$ cat src/rtl/reg_file_mp.sv
// reg_file_mp: multi-port register file with write bypass, read-as-PC and busy scoreboard
module reg_file_mp #(
    parameter int DATA_W = 32,
    parameter int ADDR_W = 4,
    parameter int NUM_RD = 3,
    parameter int BYPASS = 1,
    parameter int PC_EN  = 1,
    parameter int PC_IDX = 15
) (
    input  logic                     clk,
    input  logic                     rst_n,
    input  logic                     wr_en_a,
    input  logic [ADDR_W-1:0]        wr_addr_a,
    input  logic [DATA_W-1:0]        wr_data_a,
    input  logic                     wr_en_b,
    input  logic [ADDR_W-1:0]        wr_addr_b,
    input  logic [DATA_W-1:0]        wr_data_b,
    input  logic [NUM_RD*ADDR_W-1:0] rd_addr,
    output logic [NUM_RD*DATA_W-1:0] rd_data,
    input  logic [DATA_W-1:0]        pc_plus8,
    input  logic                     iss_en,
    input  logic [ADDR_W-1:0]        iss_addr,
    output logic [NUM_RD-1:0]        rd_hazard,
    output logic                     stall,
    output logic [2**ADDR_W-1:0]     busy
);
    localparam int              DEPTH = 2**ADDR_W;
    localparam logic [ADDR_W-1:0] PC_A = ADDR_W'(PC_IDX);
    localparam bit              PC_ON = PC_EN != 0;
    localparam bit              BYP   = BYPASS != 0;

    logic [DATA_W-1:0] regs_q [DEPTH];
    logic [DATA_W-1:0] regs_d [DEPTH];
    logic [DEPTH-1:0]  busy_q, busy_d;
    logic              we_a, we_b;

    // Write commit: PC writes dropped, port A beats port B on an address collision
    always_comb begin
        we_a   = wr_en_a && !(PC_ON && wr_addr_a == PC_A);
        we_b   = wr_en_b && !(PC_ON && wr_addr_b == PC_A) && !(wr_en_a && wr_addr_a == wr_addr_b);
        regs_d = regs_q;
        if (we_b) regs_d[wr_addr_b] = wr_data_b;
        if (we_a) regs_d[wr_addr_a] = wr_data_a;
    end

    // Scoreboard: writeback clears, issue sets afterwards so a newer producer wins
    always_comb begin
        busy_d = busy_q;
        if (wr_en_a) busy_d[wr_addr_a] = 1'b0;
        if (iss_en) busy_d[iss_addr] = 1'b1;
        if (PC_ON) busy_d[PC_A] = 1'b0;
    end

    // State registers with asynchronous clear
    always_ff @(posedge clk or negedge rst_n) begin
        if (!rst_n) begin
            for (int r = 0; r < DEPTH; r++) regs_q[r] <= '0;
            busy_q <= '0;
        end else begin
            regs_q <= regs_d;
            busy_q <= busy_d;
        end
    end

    for (genvar g = 0; g < NUM_RD; g++) begin : g_rd
        logic [ADDR_W-1:0] ra;
        logic              pc_hit, hit_a, hit_b;
        assign ra     = rd_addr[g*ADDR_W +: ADDR_W];
        assign pc_hit = PC_ON && ra == PC_A;
        assign hit_a  = BYP && wr_en_a && wr_addr_a == ra;
        assign hit_b  = BYP && wr_en_b && wr_addr_b == ra;
        assign rd_data[g*DATA_W +: DATA_W] = pc_hit ? pc_plus8 :
                                             hit_a  ? wr_data_a :
                                             hit_b  ? wr_data_b : regs_q[ra];
        assign rd_hazard[g] = !pc_hit && busy_q[ra] && !hit_a;
    end

    assign stall = |rd_hazard;
    assign busy  = busy_q;
endmodule
$ cat config.mk
export PLATFORM = sky130hd
export DESIGN_NAME = reg_file_mp
export DESIGN_NICKNAME = d
export VERILOG_FILES = /design/src/rtl/reg_file_mp.sv
export SDC_FILE = /design/constraint.sdc
export NUM_CORES = 2
export LEC_CHECK = 0
export CORE_MARGIN = 4
export CORE_UTILIZATION = 55
export DETAILED_ROUTE_END_ITERATION = 16
export PLACE_DENSITY_LB_ADDON = 0.15
export SLEW_MARGIN = 10
export SYNTH_ARGS = -nofsm -noshare
export SYNTH_HDL_FRONTEND = slang
export SYNTH_SLANG_ARGS = --single-unit
$ cat constraint.sdc
create_clock -name clk -period 4.06 [get_ports clk]
set_clock_uncertainty 0.1 [all_clocks]
set_input_delay 0.406 -clock clk [delete_from_list [all_inputs] [get_ports clk]]
set_output_delay 0.406 -clock clk [all_outputs]
set_load 0.01 [all_outputs]
==> metrics.md <==
| Metric | Value |
|---|---|
| DRC | 0 |
| Syn Inst Count | ~4200 |
| Nets | approximately 4300 |
| Leading area contributor after synthesis | dfrtp_1 |
| Core area | between 70000 and 80000 um^2 |
| # IOs | 241 |
| Dpl cells | 5051 |
| Final setup violation count | 0 |
| Min-Delay Path Class | in2async |
| R2r worst-path depth | 2 |
| Layout cell share with drive strength beyond 1 | 20.5% |
| Critical path data arrival time | around 3.4 ns |
| Post-synth top cells | nand2_1, dfrtp_1, nor2_1 |
| Antenna viol nets, final | 0 |
| Max Transition Viols Final | 0 |
| R2R Setup Slk | around 3.1 ns |
| WL/cell | 32.5 um |
| Launch point of the worst path | wr_addr_b[3] |
| RSZ-0062 raised after global routing | false |
| Worst-path fanout max | 6 |
| Final Cycle Share | 97.2% |
| Die ar. | between 70000 and 80000 um^2 |
| CTS resizes | 0 |
| Initial antenna violation count | 7 |
| Core Rows | 97 |
| Pwr dens | around 460 nW/um^2 |
| Min Tclk post-route | just under 4 ns |
| Register area share after synthesis | approximately a third |
| Pre-CTS setup slack | 0.266 ns |
| Sink Count | 527 |
| Post-Syn Nets | 4313 |
| Max Cap Viol | 0 |
| Number of distinct library cells after synthesis | 55 |
| WL final | 168 mm |
| Critical Path Source Type | primary input |
| Status | finished clean |
| Crit Path Class | in2out |
| Maximum clock path buffer count | 3 |
| Avg Cell Area, Syn | approximately 9.3 um^2 |
| Starting density of the core | roughly 55% |
| Slew HR | a little over a quarter |
| Top post-synthesis cells by area | dfrtp_1, mux4_2, nand2_1 |
| GRT Overall Usage | approximately 44% |
| CP Capture Type | output port |
| Vias in the first global route | between 30000 and 40000 |
| H-tree Lvls | 2 |
| Top-count cell post-synth | nand2_1 |
| TNS Setup | 0 ns |
| Number of buffers created by CTS | between 50 and 60 |
| Final hold viol count | 0 |
| DP Area | between 40000 and 50000 um^2 |
| Warnings from Yosys | 0 |
| Reg-to-Reg Start | regs_q[466] |
| Fmax achieved | 253 MHz |
| Synth async-reset ratio | 100% |
| Vias | 38100 |
| CTS tree | done |
| Global-route wire length before repair | about 240 mm |
| Crit path capture | rd_data[30] |
| Root buffer selected by CTS | clkbuf_16 |
| Vias per Instance | approximately 7.4 |
| Overflow after GRT | 0 |
| Clock Pin Slew Worst Setup and Hold Paths | 0.06 ns |
| Peak VDD IR | about 0.00033 V |
| FF+latch count, synth | roughly 530 |
| Hpwl dp | 105 mm |
| Chip width | between 200 and 300 um |
| Area growth, synth to finish | 15.4% |
| GPL Wtd Cong | between 0.9 and 1 |
| Worst setup margin | 0.115 ns |
| # port buffers | 239 |
| Worst Tran Pin Value | between 1 and 1.5 ns |
| Ys flop type | dfrtp_1 |
| DIE HEIGHT | 274 um |
| Initial DRC count | 6717 |
| Crit path required time | about 3.6 ns |
| 1st-pass router iterations | 12 |
| Pwr Total | a little over 20000 uW |
| Synth Cell Area | 38900 um^2 |
| P_leak | 0.0185 uW |
| Reg-to-reg endpoint | regs_q[466] |
| Worst skew pair latency | between 0.6 and 0.7 ns |
| Post-synth EDFFs | 0 |
| Pin count of the biggest net entering global routing | ~140 |
| Final std cells w/o fill | a little over 5000 |
| Finished Cell Area | 44900 um^2 |
| Yosys top cell area share | 33.9% |
## stage by stage
| stage | hold slack, ns | util (%) |
|---|---|---|
| after floorplan | 0.0104 | - |
| after global placement | 0.200 | 61.1 |
| after detailed placement | 0.197 | 61.1 |
| after CTS | 0.140 | 64.0 |
| after global routing | 0.164 | 64.0 |
| final | 0.148 | 64.1 |
## registers in the layout (all words and copies together), names as in the netlist
name / flops
busy: 15
regs_q: 512
## worst min path at each step
| stage | endpoint | start |
|---|---|---|
| global placement | regs_q[103] | rst_n |
| detailed placement | regs_q[103] | rst_n |
| finish | regs_q[103] | rst_n |
| floorplan | busy[0] | rst_n |
| global route | regs_q[359] | rst_n |
| CTS | regs_q[493] | rst_n |
## report_power, final
| group | internal [uW] | switching (uW) | total (uW) |
|---|---|---|---|
| registers | 6520 | 1390 | 7900 |
| logic | 3830 | 3040 | 6870 |
| clock network | 3490 | 2370 | 5860 |
## repair_timing
item	4_1_cts	5_1_grt
endpoints found under the hold margin	32	0
hold buffers	1	0
setup buffers	0	0
## cell type report
class | instances | area (um^2)
diodes | 3 | 7.51
clock buffers | 86 | 1720
clock inverters | 23 | 353
fillers | 5663 | 25200
inverters | 67 | 251
multi-input cells | 3044 | 23500
flip-flops and latches | 527 | 13200
well taps | 940 | 1180
repair buffers | 474 | 4640
## kinds of logic after synthesis
logic type | count (synthesis) | share of synthesized area [%]
buffers and inverters | 617 | 6.63
and+or+nand+nor | 1664 | 16.8
muxes | 535 | 27.7
xor gates and xnor gates | 27 | 0.609
other | 1 | 0.00965
AOI/OAI and AO/OA | 817 | 14.3
DFF | 527 | 33.9
## cell usage in the layout (no fill, tap or decap), types with 13 or more instances in the layout
master and n:
mux4_2 428, a221o_1 30, xor2_1 14, buf_12 38, o221ai_1 34, nand2_1 1000
nand3_1 32, a211oi_1 69, a21oi_1 32, mux2_2 32, mux2i_1 75, o211ai_1 14
clkbuf_1 13, clkdlybuf4s50_1 226, clkbuf_8 14, inv_1 67, nor2b_1 35, xnor2_1 13
buf_4 200, nor2_1 525, a31oi_1 492, a22oi_1 32, clkbuf_16 59, a22o_1 30
dfrtp_1 527
## routing by layer
metal  GRT usage [%]  wire [um]  up-vias
met5           0.526        138        -
met4            25.9      12300        6
met3            18.5      28700      814
met2            60.7      69200     3749
met1            58.8      57600    18300
li1                -          -    15200
## worst max-delay path, stage by stage
cell	delay (ns)
clkdlybuf4s50_1	0.57
xor2_1	0.25
nor3_2	0.33
and2_1	0.57
a2111oi_0	0.16
o41ai_1	0.42
buf_4	0.19
clkdlybuf4s50_1	0.53
Power figures use the tool's default switching activity.
